[src/rtl/irq_pkg.sv]
// Shared types and constants for the interrupt arbiter controller.
// Optional build macro IRQ_FIXED_PRIO_EN (used by irq_rr_pick / irq_arbiter_ctrl).
package irq_pkg;

    localparam int          IRQ_MAX        = 16;
    localparam logic [31:0] IRQ_CAUSE_BASE = 32'h8000_0010;

    typedef enum logic [1:0] {
        IDLE = 2'd0,
        BUSY = 2'd1,
        FIN  = 2'd2
    } irq_state_t;

endpackage

[src/rtl/irq_arbiter_ctrl_if.sv]
// Peripheral/core-side signal bundle of the interrupt arbiter.
// master = stimulus side (peripherals + core), slave = the controller.
interface irq_arbiter_ctrl_if #(
    parameter int N_IRQ = 16,
    parameter int ID_W  = (N_IRQ > 1) ? $clog2(N_IRQ) : 1
);
    logic [N_IRQ-1:0] irq_req_i;
    logic [N_IRQ-1:0] irq_mask_i;
    logic             irq_ret_i;
    logic             irq_o;
    logic [31:0]      irq_cause_o;
    logic [ID_W-1:0]  irq_id_o;
    logic [N_IRQ-1:0] irq_fin_o;
    logic             busy_o;

    modport master (
        output irq_req_i, irq_mask_i, irq_ret_i,
        input  irq_o, irq_cause_o, irq_id_o, irq_fin_o, busy_o
    );

    modport slave (
        input  irq_req_i, irq_mask_i, irq_ret_i,
        output irq_o, irq_cause_o, irq_id_o, irq_fin_o, busy_o
    );
endinterface

[src/rtl/irq_rr_pick.sv]
// Combinational winner search over the masked pending vector.
// IRQ_FIXED_PRIO_EN selects lowest-index priority; otherwise rotate from ptr.
module irq_rr_pick #(
    parameter int N_IRQ = 16,
    parameter int ID_W  = (N_IRQ > 1) ? $clog2(N_IRQ) : 1
) (
    input  logic [N_IRQ-1:0] pend,
    input  logic [ID_W-1:0]  ptr,
    output logic             found,
    output logic [ID_W-1:0]  winner
);

`ifdef IRQ_FIXED_PRIO_EN
    // Scan from the top so the lowest pending index is written last.
    always_comb begin
        found  = 1'b0;
        winner = '0;
        for (int i = N_IRQ - 1; i >= 0; i--) begin
            if (pend[i]) begin
                found  = 1'b1;
                winner = ID_W'(i);
            end
        end
    end
`else
    int idx_i;

    always_comb begin
        found  = 1'b0;
        winner = '0;
        idx_i  = 0;
        for (int k = 0; k < N_IRQ; k++) begin
            idx_i = int'(ptr) + k;
            if (idx_i >= N_IRQ) idx_i = idx_i - N_IRQ;
            if (!found && pend[ID_W'(idx_i)]) begin
                found  = 1'b1;
                winner = ID_W'(idx_i);
            end
        end
    end
`endif

endmodule

[src/rtl/irq_arbiter_ctrl.sv]
// Interrupt arbiter: masks level requests, grants one source to the core and
// returns a fin pulse on mret. IRQ_FIXED_PRIO_EN drops the round-robin pointer.
//
// state | meaning
// IDLE  | waiting for any masked request; winner latched on exit
// BUSY  | trap outstanding at the core, id_q frozen until irq_ret_i
// FIN   | one-cycle completion pulse to the granted source
module irq_arbiter_ctrl
    import irq_pkg::*;
#(
    parameter int N_IRQ = 16,
    parameter int ID_W  = (N_IRQ > 1) ? $clog2(N_IRQ) : 1
) (
    input  logic             clk_i,
    input  logic             rst_n_i,
    irq_arbiter_ctrl_if.slave bus
);

    if (N_IRQ < 1 || N_IRQ > IRQ_MAX) begin : g_bad_n
        $error("N_IRQ out of range");
    end

    irq_state_t       state_q, state_d;
    logic [ID_W-1:0]  id_q, id_d;
    logic [ID_W-1:0]  ptr_cur;
    logic [ID_W-1:0]  winner;
    logic             found;
    logic [N_IRQ-1:0] pend;

    assign pend = bus.irq_req_i & bus.irq_mask_i;

`ifdef IRQ_FIXED_PRIO_EN
    assign ptr_cur = '0;
`else
    logic [ID_W-1:0] ptr_q, ptr_d;
    assign ptr_cur = ptr_q;

    always_ff @(posedge clk_i or negedge rst_n_i) begin
        if (!rst_n_i) ptr_q <= '0;
        else          ptr_q <= ptr_d;
    end

    always_comb begin
        ptr_d = ptr_q;
        if (state_q == IDLE && found)
            ptr_d = (winner == ID_W'(N_IRQ - 1)) ? '0 : winner + 1'b1;
    end
`endif

    irq_rr_pick #(.N_IRQ(N_IRQ), .ID_W(ID_W)) u_pick (
        .pend   (pend),
        .ptr    (ptr_cur),
        .found  (found),
        .winner (winner)
    );

    always_ff @(posedge clk_i or negedge rst_n_i) begin
        if (!rst_n_i) begin
            state_q <= IDLE;
            id_q    <= '0;
        end else begin
            state_q <= state_d;
            id_q    <= id_d;
        end
    end

    // pend is only looked at in IDLE, so a source high during FIN cannot re-win early.
    always_comb begin
        state_d = state_q;
        id_d    = id_q;
        case (state_q)
            IDLE: if (found) begin
                state_d = BUSY;
                id_d    = winner;
            end
            BUSY: if (bus.irq_ret_i) state_d = FIN;
            FIN:  state_d = IDLE;
            default: state_d = IDLE;
        endcase
    end

    always_comb begin
        bus.irq_o       = (state_q == BUSY);
        bus.busy_o      = (state_q == BUSY);
        bus.irq_cause_o = (state_q == BUSY) ? IRQ_CAUSE_BASE + 32'(id_q) : 32'h0;
        bus.irq_id_o    = (state_q == BUSY || state_q == FIN) ? id_q : '0;
        bus.irq_fin_o   = '0;
        for (int i = 0; i < N_IRQ; i++)
            bus.irq_fin_o[i] = (state_q == FIN) && (id_q == ID_W'(i));
    end

endmodule

[src/flat_wrapper.sv]
// flat-port wrapper written by rule: the top's interface ports become plain ports
module irq_arbiter_ctrl_flat import irq_pkg::*;
#(
    parameter int N_IRQ = 16,
    parameter int ID_W  = (N_IRQ > 1) ? $clog2(N_IRQ) : 1
)
  (clk_i, rst_n_i, bus_irq_req_i, bus_irq_mask_i, bus_irq_ret_i, bus_irq_o, bus_irq_cause_o, bus_irq_id_o, bus_irq_fin_o, bus_busy_o);
  irq_arbiter_ctrl_if #(.N_IRQ(N_IRQ), .ID_W(ID_W)) bus_i ();
  input  logic clk_i;
  input  logic rst_n_i;
  input wire logic [$bits(bus_i.irq_req_i)-1:0] bus_irq_req_i;
  input wire logic [$bits(bus_i.irq_mask_i)-1:0] bus_irq_mask_i;
  input wire logic [$bits(bus_i.irq_ret_i)-1:0] bus_irq_ret_i;
  output wire logic [$bits(bus_i.irq_o)-1:0] bus_irq_o;
  output wire logic [$bits(bus_i.irq_cause_o)-1:0] bus_irq_cause_o;
  output wire logic [$bits(bus_i.irq_id_o)-1:0] bus_irq_id_o;
  output wire logic [$bits(bus_i.irq_fin_o)-1:0] bus_irq_fin_o;
  output wire logic [$bits(bus_i.busy_o)-1:0] bus_busy_o;
  assign bus_i.irq_req_i = bus_irq_req_i;
  assign bus_i.irq_mask_i = bus_irq_mask_i;
  assign bus_i.irq_ret_i = bus_irq_ret_i;
  assign bus_irq_o = bus_i.irq_o;
  assign bus_irq_cause_o = bus_i.irq_cause_o;
  assign bus_irq_id_o = bus_i.irq_id_o;
  assign bus_irq_fin_o = bus_i.irq_fin_o;
  assign bus_busy_o = bus_i.busy_o;
  irq_arbiter_ctrl #(.N_IRQ(N_IRQ), .ID_W(ID_W)) u_core (.clk_i(clk_i), .rst_n_i(rst_n_i), .bus(bus_i));
endmodule
[config.mk]
export PLATFORM = sky130hd
export DESIGN_NAME = irq_arbiter_ctrl_flat
export DESIGN_NICKNAME = d
export VERILOG_FILES = /design/src/rtl/irq_pkg.sv /design/src/rtl/irq_arbiter_ctrl_if.sv /design/src/rtl/irq_rr_pick.sv /design/src/rtl/irq_arbiter_ctrl.sv /design/src/flat_wrapper.sv
export SDC_FILE = /design/constraint.sdc
export NUM_CORES = 1
export LEC_CHECK = 0
export ABC_AREA = 1
export CORE_MARGIN = 10
export CORE_UTILIZATION = 62
export CTS_CLUSTER_SIZE = 8
export DETAILED_ROUTE_END_ITERATION = 10
export DONT_BUFFER_PORTS = 1
export HOLD_SLACK_MARGIN = 0.12
export PLACE_DENSITY = 0.78
export SKIP_CTS_REPAIR_TIMING = 1
export SKIP_LAST_GASP = 1
export SLEW_MARGIN = 15
export SYNTH_ARGS = -nofsm -noshare
export SYNTH_HDL_FRONTEND = slang
export SYNTH_HIERARCHICAL = 1
export SYNTH_SLANG_ARGS = --single-unit
[constraint.sdc]
create_clock -name clk_i -period 5.1 [get_ports clk_i]
set_input_delay 1.02 -clock clk_i [delete_from_list [all_inputs] [get_ports clk_i]]
set_output_delay 1.02 -clock clk_i [all_outputs]
set_load 0.005 [all_outputs]
==> metrics.md, run 1 <==
| Metric | Value |
|---|---|
| Largest net degree at the start of global routing | 24 |
| Final Setup Violations | 0 |
| Ys async rst share | 100.0% |
| Tcrit/Tclk final | 90.12% |
| Chip height | 87.74 um |
| Max-slew violation count | 0 |
| Drc violations | 0 |
| Register Area | roughly 250 um^2 |
| Post-DRT Antenna Nets | 0 |
| IO Pins | 89 |
| Input/output buffers | 0 |
| Die area | slightly below 0.008 mm^2 |
| Most used DFF post-synth | dfrtp_1 |
| Synth Cell Area | 0.002845 mm^2 |
| Starting density of the core | 64.46% |
| Sequential fraction of the synthesis area | just under 9% |
| RSZ-0062 raised after global routing | no |
| Row count | 24 |
| DR vias | 3216 |
| Vias in the first global route | 2855 |
| Die width | around 88 um |
| Shortest period the worst path allows | 4596 ps |
| Worst hold path class | in -> async |
| Core box area | ~0.0044 mm^2 |
| Filler Cell Count | between 400 and 500 |
| Netlist cell types | 37 |
| Final Non-Filler Cells | 550 |
| GRT Total Usage | 20.76% |
| Status | finished clean |
| HPWL after DPL | 6832 um |
| Synth area leaders | nand3_1, nand2_1, dfrtp_1 |
| Reg-to-reg endpoint | u_core/ptr_cur[3] |
| Routability cong. | ~1.0 |
| Clock transition at the registers of the reported paths | around 40 ps |
| Max_slew headroom | between 50% and 60% |
| Initial DRC count | approximately 390 |
| Root Driver | clkbuf_8 |
| Pre-Repair DR Iteration Count | 6 |
| CTS Sinks | 10 |
| Diodes inserted | 0 |
| Global-route wire length before repair | 13540 um |
| Crit path DAT | 4720 ps |
| Crit Path Category | reg -> reg |
| Area Growth Syn to Fin | -2.463% |
| Worst skew pair latency | about 240 ps |
| Initial antenna violation count | 0 |
| Reg2reg setup slack | 500 ps |
| Post-synthesis register bit count | 10 |
| Area fraction of the dominant cell type after synthesis | 19.00% |
| TritonCTS Buffers | 3 |
| Clock Tree Buf Depth | 2 |
| Crit Path Max Fanout | 17 |
| MaxCap Viol Count | 0 |
| Fin. Hold Viols | 0 |
| Reg2reg path depth | 23 |
| R2R Path Start | u_core/ptr_cur[1] |
| Avg WL per Cell | between 15 and 20 um |
| Final #Nets | 548 |
| Multi-input gate area | 0.002135 mm^2 |
| Post-Route Skew | 2.881 ps |
| WP data required | 5230 ps |
| Warnings from Yosys | 6 |
| Final setup TNS | 0 ps |
| GR Overflow Total | 0 |
| Vias per std cell | 5.847 |
| Syn Area/Cell | 5.612 um^2 |
| H-tree depth | 1 |
| CP endpoint kind | flop |
| F_max | ~220 MHz |
| Worst setup SP type | flop |
| Leading area contributor after synthesis | nand3_1 |
| Post-Synthesis Cells | ~500 |
| Post-synth EDFFs | 0 |
| CTS tree | yes |
| Routed WL | 8382 um |
| Placed cells | 547 |
| Slew @ Worst Pin | 659.5 ps |
| Share of layout cells above drive strength 1 | 8.233% |
metal layers:
| layer | GRT usage (%) | vias up | part of all wire (%) | wire, um |
|---|---|---|---|---|
| li1 | - | 1567 | - | - |
| met1 | 25.16 | 1442 | 38 | 3211 |
| met2 | 36.64 | 184 | 50 | 4153 |
| met3 | 3.157 | 23 | 9.6 | 808 |
| met4 | 6.087 | 0 | 2.5 | 209 |
| met5 | 0 | - | 0 | 0 |
cell usage after synthesis, types with 2 or more instances:
| master | instances |
|---|---|
| buf_4 | 31 |
| o21ai_0 | 8 |
| a21oi_1 | 10 |
| nand3_1 | 108 |
| nand4_1 | 15 |
| buf_6 | 2 |
| nand2_1 | 134 |
| inv_2 | 4 |
| inv_1 | 66 |
| xor2_2 | 3 |
| nor2_1 | 47 |
| o21ai_1 | 4 |
| nor3_2 | 3 |
| o21a_1 | 2 |
| ha_1 | 13 |
| nand2_2 | 9 |
| nand4_2 | 3 |
| xnor2_1 | 3 |
| dfrtp_1 | 10 |
| nor3_1 | 4 |
| nand3b_1 | 2 |
| xor2_1 | 3 |
| nor2_4 | 4 |
| buf_2 | 6 |
flip-flops by register name, indices dropped and copies added (netlist names):
| name | count |
|---|---|
| u_core/id_q | 4 |
| u_core/state_q | 2 |
| u_core/ptr_cur | 4 |
logic make-up after synthesis:
| group | after synthesis | synth area share [%] |
|---|---|---|
| AND/OR/NAND/NOR | 335 | 56.33 |
| buffers and inverters | 110 | 19.48 |
| AO/OA/AOI/OAI | 29 | 5.981 |
| adder cells (fa/ha/maj) | 13 | 5.717 |
| flip-flops | 10 | 8.795 |
| XOR/XNOR | 9 | 3.562 |
| other | 1 | 0.1318 |
cells in the final DEF, fill, tap and decap left out, types with 2 or more instances in the layout:
master	count
conb_1	26
nand2_1	134
o21ai_1	4
xor2_2	3
nor3_1	4
a21oi_1	10
nand3_1	108
nand4_1	15
ha_1	13
nor2_4	4
o21a_1	2
nand3b_1	2
o21ai_0	8
clkbuf_8	3
xnor2_1	3
dfrtp_1	10
inv_1	66
nand4_2	3
nand2_2	9
inv_2	4
buf_4	2
nor2_1	47
nor3_2	3
xor2_1	3
cell type report:
class | count | area share, %
sequential | 10 | 9.017
multi-input combinational | 412 | 76.92
tap | 52 | 2.344
inverter | 71 | 9.693
clock buffer | 3 | 1.488
timing repair buffer | 2 | 0.5410
critical path: stages (launching register included):
cell and delay [ps]:
dfrtp_1 680, inv_1 440, ha_1 420, inv_1 340
nand3_1 220, nand3_1 160, nand2_1 100, nand2_2 100
nand2_4 80, nor2_8 140, nand4_4 100, nor3_2 190
nand4_2 160, nor2_4 170, nand3_4 110, nor3_2 210
nand2_1 80, nand3_1 170, ha_1 230, nand3_1 130
nand2_1 90, inv_1 40, nand3_1 50, nand2_1 50
how the worst max path moves through the flow:
stage,cells past startpoint,from,end,slack [ps]
detailed placement,25,u_core/ptr_cur[1],u_core/ptr_cur[3],720
finish,23,u_core/ptr_cur[1],u_core/ptr_cur[3],500
global placement,23,u_core/ptr_cur[1],u_core/ptr_cur[3],790
global route,23,u_core/ptr_cur[1],u_core/ptr_cur[3],120
CTS,25,u_core/ptr_cur[1],u_core/ptr_cur[3],670
floorplan,27,u_core/ptr_cur[1],u_core/ptr_cur[3],1700
metrics by stage:
step / worst slack [ps] / util [%] / hold WS (ps) / area, um^2
detailed placement: 719.0 / 61.93 / 520.5 / 2734
finish: 503.8 / 62.87 / 477.3 / 2775
global placement: 788.2 / 61.93 / 519.8 / 2734
floorplan: 1702 / - / 443.8 / 2939
CTS: 665.6 / 62.87 / 474.1 / 2775
global route: 116.8 / 62.87 / 467.8 / 2775
Power of run 1 is not shown: default switching activity piles up to over one toggle a cycle in this logic, so the estimate is an artifact.
==> inputs of run 2 (changes only) <==
RECOVER_POWER = 100   (was not set)
SKIP_LAST_GASP = not set   (was 1)
SYNTH_HIERARCHICAL = not set   (was 1)
==> run 2 against run 1 <==
  * Die area barely moved
  * Via count rose by 5.8%
  * First-iteration DRC count fell by 21%
  * Design area rose by 1.6%
  * Critical path type unchanged
  * Clock skew barely moved
  * Core utilization rose by 1.4 points
  * Worst setup slack improved by 110 ps
  * Highest routed layer unchanged
  * Largest cell class unchanged
  * Synthesized area barely moved
  * Critical endpoint is now u_core.id_q[1]
  * Non-clock buffer count rose by 3
  * Critical path depth fell by 4
  * Count of clock-buffer cells in the layout rose by 1
==> metrics.md, run 2 <==
| Metric | Value |
|---|---|
| Most used routing layer | met2 |
| CTS Sinks | 10 |
| Share of layout cells above drive strength 1 | 6.579% |
| Met3 usage | 3.807% |
| Post-synthesis register bit count | 10 |
| Max-slew violation count | 0 |
| Global-route wire length before repair | 13990 um |
| Clock transition at the registers of the reported paths | 50 ps |
| Routed WL | 8708 um |
| Vias per std cell | 5.827 |
| Avg WL per Cell | 14.91 um |
| Crit. path cell count | 19 |
| H-tree depth | 1 |
| Synth Cell Area | 0.002844 mm^2 |
| Initial antenna violation count | 0 |
| Tcrit/Tclk final | 87.95% |
| Final setup TNS | 0 ps |
| Worst hold path class | in -> async |
| Input/output buffers | 0 |
| R2R Path Start | u_core.ptr_cur[2] |
| Filler Cell Count | between 400 and 500 |
| WP data required | around 5200 ps |
| GR Overflow Total | 0 |
| Netlist cell types | 33 |
| Post-Route Skew | 3.232 ps |
| MaxCap Viol Count | 0 |
| HPWL after DPL | between 7000 and 8000 um |
| Slew @ Worst Pin | 890.3 ps |
| RSZ-0062 raised after global routing | no |
| Commonest non-fill, non-tap cells in the layout | nand2_1, nand3_1, inv_1 |
| Max_slew headroom | 40.02% |
| Global routing usage on met1 | between 20 and 30% |
| Most used DFF post-synth | dfrtp_1 |
| Post-Synthesis Cells | ~540 |
| WP buf/inv | 4 |
| Post-DRT Antenna Nets | 0 |
| Warnings from Yosys | 0 |
| Pre-Repair DR Iteration Count | 5 |
| F_max | 222.9 MHz |
| Leading area contributor after synthesis | nand2_1 |
| Met2 usage | 36.24% |
| Root Driver | clkbuf_8 |
| Post-synth EDFFs | 0 |
| Crit path DAT | roughly 4600 ps |
| Final #Nets | ~580 |
| Crit Path Category | reg -> reg |
| Ys async rst share | 100.0% |
| Reg2reg path depth | 19 |
| Clock Tree Buf Depth | 2 |
| Die area | 0.007696 mm^2 |
| Diodes inserted | 0 |
| Crit Path Max Fanout | 15 |
| GRT Total Usage | 21.63% |
| Synth area leaders | nand2_1, nand3_1, dfrtp_1 |
| Synth top cells by count | nand2_1, nand3_1, inv_1 |
| Worst setup SP type | flop |
| Commonest non-fill, non-tap cell in the layout | nand2_1 |
| Largest net degree at the start of global routing | 26 |
| Initial DRC count | just over 300 |
| Top-count cell post-synth | nand2_1 |
| Reg2reg setup slack | 610 ps |
| Syn Area/Cell | 5.286 um^2 |
| CTS tree | yes |
| Critical path's largest stage delay | 720 ps |
| Sequential fraction of the synthesis area | 8.799% |
| Die width | 87.73 um |
| Core box area | between 0.004 and 0.005 mm^2 |
| DR vias | 3403 |
| CP delay by family, top | simple AND/OR/NAND/NOR gates |
| TritonCTS Buffers | 3 |
| Drc violations | 0 |
| Worst skew pair latency | 240 ps |
| CP startpoint | u_core.ptr_cur[2] |
| Chip height | 87.73 um |
| Starting density of the core | 64.87% |
| CP cell instances | inv_1 -> ha_1 -> inv_1 -> nand3_1 -> o21ai_0 -> nand2_1 -> o21ai_0 -> inv_1 -> nand4_2 -> nor2_4 -> nand4_2 -> nor2_2 -> nand2_2 -> nor2_4 -> nand2_1 -> o21ai_0 -> inv_2 -> nand2_1 -> o21ai_1 |
| Shortest period the worst path allows | 4486 ps |
| IO Pins | 89 |
| Vias in the first global route | about 3000 |
| Area Growth Syn to Fin | -0.8800% |
| Area fraction of the dominant cell type after synthesis | 22.97% |
| Slowest cell on crit path | dfrtp_1 |
| Row count | 24 |
| CP endpoint kind | flop |
| Final Setup Violations | 0 |
| Status | finished clean |
| Routability cong. | 0.9376 |
| Fin. Hold Viols | 0 |
| Reg-to-reg endpoint | u_core.id_q[1] |
| Critical Path End | u_core.id_q[1] |
run 2: how the worst min path moves through the flow:
stage               slack (ps)              start           endpoint  depth (start not counted)
floorplan                  480  u_core.state_q[1]  u_core.state_q[1]                          2
finish                     470            rst_n_i  u_core.state_q[1]                          0
global route               470            rst_n_i  u_core.state_q[1]                          0
global placement           510  u_core.state_q[1]  u_core.state_q[1]                          2
detailed placement         530  u_core.state_q[1]  u_core.state_q[1]                          2
CTS                        470            rst_n_i  u_core.state_q[1]                          0
run 2: cells by family (layout without fill, tap and decap cells):
family / after synthesis / after routing / synth area share [%]
buffers and inverters: 104 / 73 / 18.04
adders and majority gates: 11 / 11 / 4.839
DFF: 10 / 10 / 8.799
AOI/OAI and AO/OA: 33 / 33 / 6.379
other: 1 / 26 / 0.1319
and+or+nand+nor: 371 / 371 / 59.00
muxes: 1 / 1 / 0.3959
xor gates and xnor gates: 7 / 7 / 2.420
run 2: final cells by class:
type / instances / area (um^2) / area share (%)
multi-input combinational: 449 / 2171 / 77.01
sequential: 10 / 250.2 / 8.877
inverter: 64 / 240.2 / 8.522
tap: 52 / 65.06 / 2.308
clock buffer: 4 / 55.05 / 1.953
timing repair buffer: 5 / 37.54 / 1.332
run 2: stage by stage:
step / area (um^2) / cells / hold WS (ps) / setup slack (ps) / util, %
finish: 2819 / 584 / 473.8 / 614.3 / 64.30
global route: 2819 / 584 / 466.8 / 253.7 / 64.30
CTS: 2823 / 584 / 472.5 / 982.7 / 64.38
detailed placement: 2768 / 580 / 528.0 / 1046 / 63.13
global placement: 2768 / 580 / 509.7 / 1158 / 63.13
floorplan: 2938 / 563 / 478.2 / 1279 / -
run 2: per-layer routing:
layer | vias to the layer above | share of wire [%]
met2 | 181 | 47
met5 | - | 0
met3 | 7 | 9.8
met1 | 1532 | 42
met4 | 0 | 1.0
li1 | 1683 | -
Power of run 2 is left out for the same reason.
